## src/rtl/gear_mode_ctrl.sv

```systemverilog
// -----------------------------------------------------------------------------
// gear_mode_ctrl
//
// P-R-N-D gear selector that feeds the mode seven-segment display driver.
// It debounces the raw shift-up and shift-down pushbuttons. It then steps a
// selector FSM whose state register is the display mode code directly:
// 0 = N, 1 = P, 2 = R, 3 = D.
//
// Optional feature (compile-time macro N_BLINK_EN):
//   When defined, leading_zero blinks while the selector is in N. Its
//   half-period is BLINK_CYCLES clock cycles.
//   When undefined, no blink counter exists and leading_zero is tied low.
//
// Parameters:
//   DEBOUNCE_CYCLES : consecutive stable cycles before a button level is
//                     accepted (minimum 2).
//   BLINK_CYCLES    : half-period of the N blink (minimum 2, N_BLINK_EN only).
//
// Ports:
//   clk          in   system clock, rising edge
//   reset        in   synchronous active-high reset
//   btn_up       in   raw shift-up button (asynchronous), moves toward P
//   btn_down     in   raw shift-down button (asynchronous), moves toward D
//   brake        in   brake pedal pressed (synchronous level)
//   speed_zero   in   vehicle stationary (synchronous level)
//   mode         out  gear code for the display
//   leading_zero out  blanks the '0' digit when high
//   shift_err    out  one-cycle pulse after a rejected shift request
//   state_dbg    out  raw FSM state register, for checkers
//
// Handshake: there is no valid/ready pair in this block. A button press
// becomes a single-cycle event pulse. The FSM consumes that pulse in the
// cycle it is high, and there is no back-pressure.
// -----------------------------------------------------------------------------
module gear_mode_ctrl #(
    parameter int DEBOUNCE_CYCLES = 500000,
    parameter int BLINK_CYCLES    = 25000000
) (
    input  logic       clk,
    input  logic       reset,
    input  logic       btn_up,
    input  logic       btn_down,
    input  logic       brake,
    input  logic       speed_zero,
    output logic [1:0] mode,
    output logic       leading_zero,
    output logic       shift_err,
    output logic [1:0] state_dbg
);

    if (DEBOUNCE_CYCLES < 2) begin : g_bad_debounce
        $error("DEBOUNCE_CYCLES must be at least 2");
    end
    if (BLINK_CYCLES < 2) begin : g_bad_blink
        $error("BLINK_CYCLES must be at least 2");
    end

    localparam int CW = $clog2(DEBOUNCE_CYCLES + 1);

    // Encoding chosen so the state register is the display code itself.
    typedef enum logic [1:0] {
        S_N = 2'd0,
        S_P = 2'd1,
        S_R = 2'd2,
        S_D = 2'd3
    } state_t;

    // Bit 0 = up button, bit 1 = down button.
    logic [1:0]    raw;
    logic [1:0]    sync1_q, sync2_q;
    logic [1:0]    deb_q, deb_d;
    logic [1:0]    deb_prev_q;
    logic [1:0]    evt_q;
    logic [CW-1:0] cnt_q [2];
    logic [CW-1:0] cnt_d [2];

    assign raw = {btn_down, btn_up};

    // The level is accepted on the cycle the mismatch run would reach
    // DEBOUNCE_CYCLES. That cycle updates the level and clears the counter.
    always_comb begin
        for (int i = 0; i < 2; i++) begin
            cnt_d[i] = cnt_q[i];
            deb_d[i] = deb_q[i];
            if (sync2_q[i] == deb_q[i]) begin
                cnt_d[i] = '0;
            end else if (cnt_q[i] == CW'(DEBOUNCE_CYCLES - 1)) begin
                deb_d[i] = sync2_q[i];
                cnt_d[i] = '0;
            end else begin
                cnt_d[i] = cnt_q[i] + 1'b1;
            end
        end
    end

    always_ff @(posedge clk) begin
        if (reset) begin
            sync1_q    <= '0;
            sync2_q    <= '0;
            deb_q      <= '0;
            deb_prev_q <= '0;
            evt_q      <= '0;
            for (int i = 0; i < 2; i++) begin
                cnt_q[i] <= '0;
            end
        end else begin
            sync1_q    <= raw;
            sync2_q    <= sync1_q;
            deb_q      <= deb_d;
            deb_prev_q <= deb_q;
            // Rising edge of the debounced level only, so a release or a
            // long hold produces no further events.
            evt_q      <= deb_q & ~deb_prev_q;
            for (int i = 0; i < 2; i++) begin
                cnt_q[i] <= cnt_d[i];
            end
        end
    end

    // ------------------------------------------------------------------
    // Selector FSM
    // ------------------------------------------------------------------
    state_t state_q, state_d, target;
    logic   err_q, err_d;

    always_comb begin
        state_d = state_q;
        err_d   = 1'b0;
        target  = state_q;
        if (evt_q[0] && evt_q[1]) begin
            // Conflicting requests: neither is honoured.
            err_d = 1'b1;
        end else if (evt_q[0] || evt_q[1]) begin
            if (evt_q[0]) begin
                case (state_q)
                    S_D:     target = S_N;
                    S_N:     target = S_R;
                    S_R:     target = S_P;
                    default: target = state_q;
                endcase
            end else begin
                case (state_q)
                    S_P:     target = S_R;
                    S_R:     target = S_N;
                    S_N:     target = S_D;
                    default: target = state_q;
                endcase
            end
            // A press at a range end has no target and is silently dropped.
            // Interlocks apply only to real moves.
            if (target != state_q) begin
                if (!speed_zero || (state_q == S_P && !brake)) begin
                    err_d = 1'b1;
                end else begin
                    state_d = target;
                end
            end
        end
    end

    always_ff @(posedge clk) begin
        if (reset) begin
            state_q <= S_P;
            err_q   <= 1'b0;
        end else begin
            state_q <= state_d;
            err_q   <= err_d;
        end
    end

    assign mode      = state_q;
    assign state_dbg = state_q;
    assign shift_err = err_q;

`ifdef N_BLINK_EN
    localparam int BW = $clog2(BLINK_CYCLES);

    logic [BW-1:0] blink_q, blink_d;
    logic          lz_q, lz_d;

    // Next state is used so that leading_zero drops on the same edge that
    // the selector leaves N, and the counter restarts cleanly on entry.
    always_comb begin
        blink_d = blink_q;
        lz_d    = lz_q;
        if (state_d != S_N || state_q != S_N) begin
            blink_d = '0;
            lz_d    = 1'b0;
        end else if (blink_q == BW'(BLINK_CYCLES - 1)) begin
            blink_d = '0;
            lz_d    = ~lz_q;
        end else begin
            blink_d = blink_q + 1'b1;
        end
    end

    always_ff @(posedge clk) begin
        if (reset) begin
            blink_q <= '0;
            lz_q    <= 1'b0;
        end else begin
            blink_q <= blink_d;
            lz_q    <= lz_d;
        end
    end

    assign leading_zero = lz_q;
`else
    assign leading_zero = 1'b0;
`endif

endmodule
```

## config.mk

```make
export PLATFORM = sky130hd
export DESIGN_NAME = gear_mode_ctrl
export DESIGN_NICKNAME = d
export VERILOG_FILES = /design/src/rtl/gear_mode_ctrl.sv
export SDC_FILE = /design/constraint.sdc
export NUM_CORES = 1
export LEC_CHECK = 0
export ABC_AREA = 1
export ABC_CLOCK_PERIOD_IN_PS = 2600
export BUFFER_PORTS_ARGS = -buffer_cell sky130_fd_sc_hd__buf_4
export CELL_PAD_IN_SITES_DETAIL_PLACEMENT = 0
export CELL_PAD_IN_SITES_GLOBAL_PLACEMENT = 1
export CORE_MARGIN = 2
export CORE_UTILIZATION = 39
export CTS_BUF_LIST = sky130_fd_sc_hd__clkbuf_8
export DETAILED_ROUTE_END_ITERATION = 10
export PLACE_DENSITY_LB_ADDON = 0.1
export RECOVER_POWER = 100
export SYNTH_ARGS = -nofsm -noshare
export SYNTH_HDL_FRONTEND = slang
export SYNTH_SLANG_ARGS = --single-unit
```

## constraint.sdc

```tcl
create_clock -name clk -period 2.6 [get_ports clk]
set_input_delay 0 -clock clk [delete_from_list [all_inputs] [get_ports clk]]
set_output_delay 0 -clock clk [all_outputs]
set_load 0.01 [all_outputs]
```

* After elaboration in Yosys (flattened, before gate mapping) *
Memory sizes are Yosys's and may differ from the RTL's.
Index checks and enable logic that the tools add are counted.
Widths: inputs -> output; s select.

storage, ports and cells
  register bits = 13
  memory bits (writable) = 38
  bits of input ports = 6
  output and inout bits = 6
  memories = 1

operators by class
  add/sub/neg operators = 2
  eq/ne operators = 8
  muxes and demuxes = 18
  bitwise gates (word level) = 8
  reduce and logical (&&, ||, !) cells = 10

memories
  memory  words  bits a word  rd ports  clocked after Yosys merged registers in  write ports  RTL line  source
  cnt_q   2      19           2         0                                        2            74        logic [CW-1:0] cnt_q [2];

operators by type and width
  kind                   count
  $mux 19                6
  $add 19x1->19 const B  2
  $eq 19x19->1 const B   2
  $pmux 2 s3             2
  $mux 1                 7
  $mux 2                 3
  $eq 2x2->1 const B     2
  $not 1->1              4
  $reduce_and 2->1       2
  $reduce_and 4->1       1
  $and 2x2->2            1
  $eq 1x1->1             2
  $eq 2x1->1 const B     1
  $logic_and 1x1->1      2
  $logic_not 1->1        2
  $logic_not 2->1        1
  $logic_or 1x1->1       2
  $ne 2x2->1             1
  $not 2->2              1
  $or 1x1->1             2

* Logic depth before layout (Yosys ltp) *
Gate-level depths: netlist of the first run.

  word-level depth = 9
  gate-level depth with buffers = 9

* Least setup slack after synthesis of the first run *
OpenSTA, ideal clock, no wires.

  path kind = flip-flop to flip-flop
  start point = memory cnt_q[0][0] in the netlist's numbering
  end point = memory cnt_q[0][9] in the netlist's numbering
  setup time = 0.115 ns
  data arrival time = 1.328 ns
  required time = 2.485 ns
  slack = 1.157 ns
  cell stages (with the launch flop) = 10
  path buffers = 1
  path through = dfxtp_1 -> ha_1 -> nand2_2 -> nor2_4 -> nand3_2 -> nor2_2 -> nand2_2 -> nand2_4 -> buf_12 -> nor2_2

RTL lines
  item         RTL line
  from (decl)  74

==> results of run 1 <==
[placed cells by master, fill, tap and decap left out, drive strengths merged]
cell / netlist / routed
bufinv: 0 / 1
nor2: 86 / 86
dfxtp: 51 / 51
nor3: 5 / 5
or2: 5 / 5
nand4: 10 / 10
ha: 3 / 3
inv: 46 / 46
o21ai: 10 / 10
xor2: 9 / 9
nand2: 86 / 86
a31oi: 1 / 1
clkinvlp: 0 / 1
dlygate4sd3: 0 / 5
a21oi: 17 / 17
o21bai: 1 / 1
nand3: 27 / 27
conb: 1 / 1
buf: 6 / 4
clkbuf: 0 / 11
xnor2: 5 / 5
[power by group through the flow]
stage / combinational (W) / sequential, W / clock (W)
finish: 0.0000285 / 0.000787 / 0.000539
global route: 0.0000327 / 0.000787 / 0.000594
CTS: 0.0000304 / 0.000787 / 0.000565
detailed placement: 0.0000245 / 0.000805 / 0
global placement: 0.0000244 / 0.000805 / 0
floorplan: 0.0000202 / 0.000804 / 0
[flip-flops by register name, summed over array words and instances, names as in the netlist]
name,count
shift_err,1
mode,2
sync2_q,2
evt_q,2
deb_q,2
sync1_q,2
deb_prev_q,2
cnt_q,38
[path summary, 6_finish.rpt]
| kind | startpoint | end | cells after the start |
|---|---|---|---|
| max reg2reg | cnt_q[0][19] | cnt_q[0][26] | 6 |
| min | speed_zero | shift_err | 4 |
| max | cnt_q[0][19] | cnt_q[0][26] | 6 |
| min reg2reg | deb_prev_q[1] | evt_q[1] | 1 |
[routing by layer]
layer	vias to the layer above	share of wire
met5	-	0
met4	0	0.013
met3	5	0.024
met2	12	0.46
met1	931	0.50
li1	1185	-
[critical path, delay by kind of cell, from the launching register on]
kind,cells,cell delay (ns)
adder cells (fa/ha/maj),1,0.19
flip-flops,1,0.37
AND/OR/NAND/NOR,5,1.09
[through the flow]
step           worst slack, ns  area [um2]  total power (W)  hold slack [ns]  cells
2_1_floorplan             1.16        2540         0.000824            0.107    369
3_3_place_gp             0.930        2650         0.000829            0.202    450
3_5_place_dp             0.917        2650         0.000829            0.210    450
4_1_cts                  0.902        2800          0.00138           0.0427    462
5_1_grt                  0.602        2750          0.00141           0.0790    462
6_report                 0.803        2750          0.00135           0.0607    462
[layout make-up]
cell class	count	area, um2
well taps	77	96.3
inverters	46	173
fillers	681	3570
clock inverters	2	37.5
multi-input cells	266	1250
flip-flops and latches	51	1020
repair buffers	15	103
clock buffers	5	68.8
[what timing repair did]
| item | 4_1_cts | 5_1_grt |
|---|---|---|
| setup endpoints to repair | 0 | 0 |
| hold buffers | 5 | 0 |
| endpoints found under the hold margin | 9 | 0 |
[kinds of logic after synthesis]
logic type / count (synthesis) / share of synthesized area
flops: 51 / 0.402
other cells: 1 / 0.00148
simple gates: 219 / 0.378
fa+ha+maj: 3 / 0.0148
xor+xnor: 14 / 0.0483
buf+inv: 52 / 0.0936
compound gates: 29 / 0.0616
==> results.py, run 1 <==
metrics = {
    "synthesis": {
        "synth.avg_cell_area_um2": 6.88,
        "synth_top_area_cell": "dfxtp_1",
        "synth_nets": 378,
        "async_flop_share": 0,
        "netlist_area_um2": 2540,
        "synth_top_area_share": 0.402,
        "synthFlopType": "dfxtp_1",
        "ys_seq_elements": 51,
        "synthCells": 369,
        "synth.most_common_cell": "nand2_1",
        "ys_types": 27,
        "synth_enable_flop_cells": 0,
        "yosys_warnings": 0,
        "synthTopCellsByArea": "dfxtp_1 40%, nand2_1 12%, nor2_1 11%",
        "synth_seq_area_share": 0.402,
        "ys_top_cells_by_count": "82 x nand2_1, 72 x nor2_1, 51 x dfxtp_1",
    },
    "place": {
        "dp_hpwl_um": 3750,
        "port_buffers": 10,
        "routabilityCongestion": 0.759,
    },
    "drt": {
        "wl_per_cell_um": 10.8,
        "ant_nets": 0,
        "routed_wl_um": 5000,
        "drc": 0,
        "drt_iter0_markers": 65,
        "dr_total_vias": 2133,
        "vias_per_cell": 4.62,
        "drt_pass1_iterations": 4,
    },
    "clocking": {
        "cts.reportedPaths.clkPinSlew_ns": 0.10,
        "cts_num_sinks": 51,
        "root_buffer": "clkbuf_8",
        "h-tree-depth": 2,
        "insertion_delay_ns": 0.30,
        "cts_resized": 0,
        "cts_tree": "yes",
        "cts_buffers": 5,
        "post-cts-setup-buffers": 0,
        "clk_path_buf_depth": 2,
    },
    "floorplan": {
        "io_pins": 12,
        "dieWidth_um": 84.7,
        "start_util": 0.402,
        "rows": 29,
        "placeableCoreArea_um2": 6310,
        "die_height_um": 84.7,
        "dieArea_um2": 7170,
    },
    "sta": {
        "fmax_ghz": 0.557,
        "min_period_ns": 1.80,
        "finClkSkew_ns": 0.0113,
        "maxSlewViolCount": 0,
        "tightest_slew_ns": 0.638,
        "maxSlewHeadroom": 0.574,
        "post-route-period-util": 0.691,
        "fin_tns_setup_ns": 0,
        "rsz0062_at_grt": "no",
        "setup_viol": 0,
        "hold_viol": 0,
    },
    "power_and_ir_drop": {
        "pwr-share-clk": 0.398,
        "power_density_nw_per_um2": 493,
        "power.share.combinational": 0.021,
        "p_int_w": 0.00108,
        "swShare": 0.203,
        "seq_power_share": 0.581,
        "p_switching_w": 0.000275,
        "peakVddDrop_v": 0.000241,
        "p_leak_nw": 0.949,
    },
    "grt": {
        "grt_max_degree": 19,
        "grt_pass1_wl_um": 8660,
        "grt_pass1_vias": 1960,
        "gr-max-usage-layer": "met2",
        "antenna_found_initial": 0,
        "use_met3": 0.0334,
        "overflow": 0,
        "grt_use_met1": 0.191,
        "track_usage": 0.148,
        "use_met2": 0.246,
    },
    "cells_and_area": {
        "fin_nets": 394,
        "n_antenna_cell": 0,
        "fin_util": 0.435,
        "drive_above_1_share": 0.0649,
        "area_growth_pct": 8.23,
    },
    "worst_setup_path": {
        "cp_max_fo": 18,
        "cpPeakStageDelay_ns": 0.50,
        "crit_slowest_cell": "nand2_1",
        "r2r_setup_slack_ns": 0.80,
        "cp-start-kind": "register",
        "cp.required_ns": 2.77,
        "critPathKind": "register to register",
        "arrival_ns": 1.97,
        "end_kind": "register",
        "path_cells": "ha_1 -> nand3_1 -> nor2_1 -> nand3_1 -> nand2_1 -> nor2_1",
    },
    "run_status": {
        "status": "finished, final reports clean",
    },
    "min_path": {
        "min_path_type": "input port to register",
    },
    "job": {
        "drv_cap": 0,
    },
}
(Power assumes the default switching activity.)
==> run 2, diff against run 1 <==
Settings changed: ABC_AREA 1 to 0, ABC_CLOCK_PERIOD_IN_PS 2600 to 1700.
Clock period 2.6 ns to 1.7 ns, I/O delays scaled along.
==> results.py, run 2 <==
metrics = {
    "run_status": {
        "status": "finished, final reports clean",
    },
    "clocking": {
        "insertion_delay_ns": 0.31,
        "cts_buffers": 5,
        "clk_path_buf_depth": 2,
        "h-tree-depth": 2,
        "root_buffer": "clkbuf_8",
        "cts_tree": "yes",
        "cts_num_sinks": 51,
        "cts.reportedPaths.clkPinSlew_ns": 0.09,
    },
    "drt": {
        "ant_nets": 0,
        "wl_per_cell_um": 11.8,
        "routed_wl_um": 4540,
        "wl_met1_um": 2360,
        "met2_length_um": 1930,
        "drt_pass1_iterations": 4,
        "vias_per_cell": 4.92,
        "drc": 0,
        "wl_met3_um": 180,
        "drt_iter0_markers": 89,
        "top_layer_used": "met4",
        "dr_total_vias": 1900,
    },
    "sta": {
        "finClkSkew_ns": 0.00551,
        "maxSlewViolCount": 0,
        "rsz0062_at_grt": "no",
        "fmax_ghz": 0.612,
        "hold_viol": 0,
        "fin_tns_setup_ns": 0,
        "min_period_ns": 1.63,
        "setup_viol": 0,
        "holdWs_ns": 0.130,
        "post-route-period-util": 0.961,
    },
    "synthesis": {
        "synth_top_area_cell": "dfxtp_1",
        "ys_types": 45,
        "synth_nets": 272,
        "netlist_area_um2": 2310,
        "synth.most_common_cell": "dfxtp_1",
        "synth_seq_area_share": 0.441,
        "ys_top_cells_by_count": "51 x dfxtp_1, 41 x nor2_1, 26 x xnor2_1",
        "synth_enable_flop_cells": 0,
        "synth_top_area_share": 0.441,
        "synth.avg_cell_area_um2": 8.80,
        "ys_seq_elements": 51,
        "synthCells": 263,
        "async_flop_share": 0,
        "yosys_warnings": 0,
        "synthTopCellsByArea": "dfxtp_1 44%, xnor2_1 9.8%, nor2_1 6.7%",
        "synthFlopType": "dfxtp_1",
    },
    "floorplan": {
        "die_height_um": 81.0,
        "io_pins": 12,
        "placeableCoreArea_um2": 5820,
        "dieArea_um2": 6560,
        "dieWidth_um": 81.0,
        "rows": 28,
        "start_util": 0.398,
    },
    "cells_and_area": {
        "final_cell_mix": "41 x nor2_1, 40 x dfxtp_1, 34 x buf_4",
        "final_common_cell": "nor2_1",
        "design_area_um2": 2880,
        "largest_register_ffs": 38,
        "n_antenna_cell": 0,
        "fin_nets": 319,
        "area_growth_pct": 24.4,
        "regMostFlops": "cnt_q",
        "drive_above_1_share": 0.232,
    },
    "worst_setup_path": {
        "cp-start-kind": "register",
        "rr_endpoint": "cnt_q[0][18]",
        "crit_path_end": "cnt_q[0][18]",
        "end_kind": "register",
        "cp_max_fo": 4,
        "arrival_ns": 1.88,
        "reg2reg_depth": 4,
        "crit_start": "cnt_q[0][7]",
        "critPathKind": "register to register",
        "cp.required_ns": 1.95,
        "r2r_start": "cnt_q[0][7]",
        "r2r_setup_slack_ns": 0.07,
    },
    "min_path": {
        "min_path_type": "input port to register",
    },
    "place": {
        "dp_hpwl_um": 3280,
        "routabilityCongestion": 0.749,
        "port_buffers": 10,
        "placed_cell_area_um2": 2700,
    },
    "grt": {
        "antenna_found_initial": 0,
        "grt_pass1_vias": 1735,
        "track_usage": 0.155,
        "overflow": 0,
        "grt_max_degree": 17,
        "grt_pass1_wl_um": 7920,
    },
    "power_and_ir_drop": {
        "peakVddDrop_v": 0.000348,
        "p_leak_nw": 0.911,
        "power_density_nw_per_um2": 679,
    },
    "job": {
        "drv_cap": 0,
    },
}
-- run 2: cell count changes in the layout (fill, tap and decap cells not counted), sizes merged, moves of 9 or more --
cell	delta
nand2	-74
nor2	-45
buf	+32
inv	-32
xnor2	+21
nand3	-13
nor2b	+11
a21oi	-9
nor4	+9
-- run 2: cells by family after synthesis --
logic type                 share of synthesized area
and+or+nand+nor                                0.293
DFF                                            0.441
AOI/OAI and AO/OA                             0.0887
xor gates and xnor gates                       0.114
buffers and inverters                         0.0460
adders and majority gates                     0.0162
other                                        0.00162
-- run 2: what timing repair did --
action | 4_1_cts | 5_1_grt
hold buffers | 5 | 0
endpoints found under the setup margin | 0 | 17
hold endpoints to repair | 11 | 0
gates resized for setup | 0 | 16
buffers inserted | 0 | 3
-- run 2: report_power, final --
part           switching, W  leakage [nW]  internal (W)
clock              0.000413        0.0402      0.000287
sequential       0.00000313         0.418       0.00120
combinational     0.0000251         0.453     0.0000280
-- run 2: layout make-up --
cell class / count / area [um2]
clock inverter: 3 / 20.0
multi-input combinational: 190 / 1230
timing repair buffer: 48 / 370
inverter: 14 / 52.6
clock buffer: 5 / 68.8
fill: 596 / 2940
sequential: 51 / 1040
tap: 75 / 93.8
-- run 2: worst min path at each step --
stage / start / endpoint / cells after the start
2_1_floorplan: reset / deb_prev_q[1] / 1
3_3_place_gp: btn_down / sync1_q[1] / 2
3_5_place_dp: btn_down / sync1_q[1] / 2
4_1_cts: brake / shift_err / 4
5_1_grt: brake / shift_err / 4
6_report: brake / shift_err / 4
-- run 2: through the flow --
stage	util	total power [W]	worst slack, ns	cells
after floorplan	-	0.00126	-0.0149	263
after global placement	0.465	0.00128	0.0514	370
after detailed placement	0.465	0.00128	0.0383	370
after CTS	0.489	0.00199	0.0140	383
after global routing	0.495	0.00205	0.00283	386
final	0.495	0.00195	0.0663	386
-- run 2: critical path: stages (launching register included) --
cell and delay (ns):
dfxtp_1 0.39, nand4_1 0.21, or4_4 0.53, or3_4 0.34, a21oi_2 0.11
-- run 2: per-layer routing --
layer / GRT usage / up-vias
li1: - / 999
met1: 0.217 / 872
met2: 0.229 / 24
met3: 0.0400 / 5
met4: 0.0593 / 0
met5: 0 / -
==> run 3, diff against run 2 <==
Settings changed: ABC_CLOCK_PERIOD_IN_PS 1700 to 1600, CORE_MARGIN 2 to default.
Clock period 1.7 ns to 1.6 ns, I/O delays scaled along.
==> results.py, run 3 (synthesis results as in run 2) <==
metrics = {
    "min_path": {
        "min_path_type": "input port to register",
    },
    "grt": {
        "antenna_found_initial": 0,
        "track_usage": 0.166,
        "grt_max_degree": 20,
        "grt_pass1_wl_um": 8240,
        "grt_pass1_vias": 1923,
        "overflow": 0,
    },
    "worst_setup_path": {
        "cp-start-kind": "register",
        "end_kind": "register",
        "critPathKind": "register to register",
        "cp_max_fo": 4,
        "arrival_ns": 1.84,
        "cp.required_ns": 1.85,
    },
    "floorplan": {
        "dieArea_um2": 6240,
        "die_height_um": 79.0,
        "placeableCoreArea_um2": 5610,
        "io_pins": 12,
        "dieWidth_um": 79.0,
        "start_util": 0.413,
        "rows": 27,
    },
    "place": {
        "placed_cell_area_um2": 2750,
        "dp_hpwl_um": 3250,
        "pre_cts_slack_ns": -0.0251,
        "routabilityCongestion": 0.729,
        "port_buffers": 10,
    },
    "power_and_ir_drop": {
        "pwr-share-clk": 0.412,
        "swShare": 0.202,
        "p_leak_nw": 0.996,
        "peakVddDrop_v": 0.000400,
        "seq_power_share": 0.564,
        "p_switching_w": 0.000456,
        "power_w": 0.00226,
        "power_density_nw_per_um2": 738,
        "p_int_w": 0.00180,
        "power.share.combinational": 0.024,
    },
    "clocking": {
        "cts_buffers": 5,
        "cts.reportedPaths.clkPinSlew_ns": 0.10,
        "insertion_delay_ns": 0.30,
        "cts_num_sinks": 51,
        "h-tree-depth": 2,
        "cts_tree": "yes",
        "clk_path_buf_depth": 2,
        "root_buffer": "clkbuf_8",
    },
    "cells_and_area": {
        "n_antenna_cell": 0,
        "regMostFlops": "cnt_q",
        "final_cell_mix": "42 x buf_4, 41 x nor2_1, 28 x dfxtp_1",
        "area_growth_pct": 32.3,
        "largest_register_ffs": 38,
        "drive_above_1_share": 0.316,
        "design_area_um2": 3060,
        "fin_util": 0.546,
        "fin_nets": 328,
        "final_common_cell": "buf_4",
    },
    "job": {
        "drv_cap": 0,
    },
    "drt": {
        "drt_iter0_markers": 58,
        "routed_wl_um": 4770,
        "vias_per_cell": 5.02,
        "drc": 0,
        "ant_nets": 0,
        "dr_total_vias": 1966,
        "wl_per_cell_um": 12.2,
        "drt_pass1_iterations": 4,
    },
    "sta": {
        "hold_viol": 0,
        "min_period_ns": 1.59,
        "finClkSkew_ns": 0.00828,
        "fmax_ghz": 0.629,
        "setup_slack_ns": 0.00960,
        "tightest_slew_ns": 0.591,
        "maxSlewHeadroom": 0.606,
        "post-route-period-util": 0.994,
        "maxSlewViolCount": 0,
        "setup_viol": 0,
        "rsz0062_at_grt": "yes",
    },
    "run_status": {
        "status": "finished, final reports clean",
    },
}
run 3: cell types whose count changed in the layout (fill, tap and decap cells not counted), sizes merged:
cell / change
bufinv: +1
buf: +9
clkbuf: +1
clkinvlp: -2
run 3: per-stage QoR:
step | hold WS (ns) | instances | setup TNS, ns
after floorplan | 0.0873 | 263 | -0.457
after global placement | 0.216 | 372 | 0
after detailed placement | 0.224 | 372 | -0.0251
after CTS | 0.107 | 388 | 0
after global routing | 0.162 | 392 | -0.485
final | 0.138 | 392 | 0
run 3: worst paths after layout:
check / from / endpoint / slack [ns] / depth (start not counted)
worst min-delay path: brake / shift_err / 0.14 / 4
worst max register to register: cnt_q[0][0] / cnt_q[0][18] / 0.01 / 5
worst min register to register: deb_prev_q[1] / evt_q[1] / 0.38 / 1
worst max-delay path: cnt_q[0][0] / cnt_q[0][18] / 0.01 / 5
run 3: critical path, stage by stage (launching register included):
cell and delay [ns]:
dfxtp_4 0.38, ha_4 0.15, nand4_4 0.07, or4_4 0.49, or3_4 0.34, a21oi_2 0.11
run 3: final cells by class:
class                      instances  area (um2)
fill                             535        2550
multi-input combinational        190        1320
sequential                        51        1060
timing repair buffer              57         429
tap                               72        90.1
clock buffer                       6        82.6
inverter                          14        52.6
clock inverter                     2        35.0
run 3: layer usage:
layer	up-vias	GRT usage	part of all wire	wire, um
met2	32	0.286	0.47	2230
met5	-	0	0	0
met3	7	0.0356	0.032	153
met1	913	0.201	0.48	2290
li1	1014	-	-	-
met4	0	0.0636	0.019	92
run 3: repair_timing:
action	in CTS	in global routing
hold endpoints to repair	11	0
hold buffers	5	0
setup endpoints to repair	3	40
setup buffers	3	4
pin swaps	3	13
resized for setup	3	39
run 3: power groups by stage:
| stage | Sequential [W] | Combinational (W) | Clock [W] |
|---|---|---|---|
| 6_report | 0.00127 | 0.0000544 | 0.000931 |
| 5_1_grt | 0.00128 | 0.0000616 | 0.00102 |
| 4_1_cts | 0.00128 | 0.0000552 | 0.000970 |
| 3_5_place_dp | 0.00131 | 0.0000456 | 0 |
| 3_3_place_gp | 0.00131 | 0.0000459 | 0 |
| 2_1_floorplan | 0.00131 | 0.0000280 | 0 |
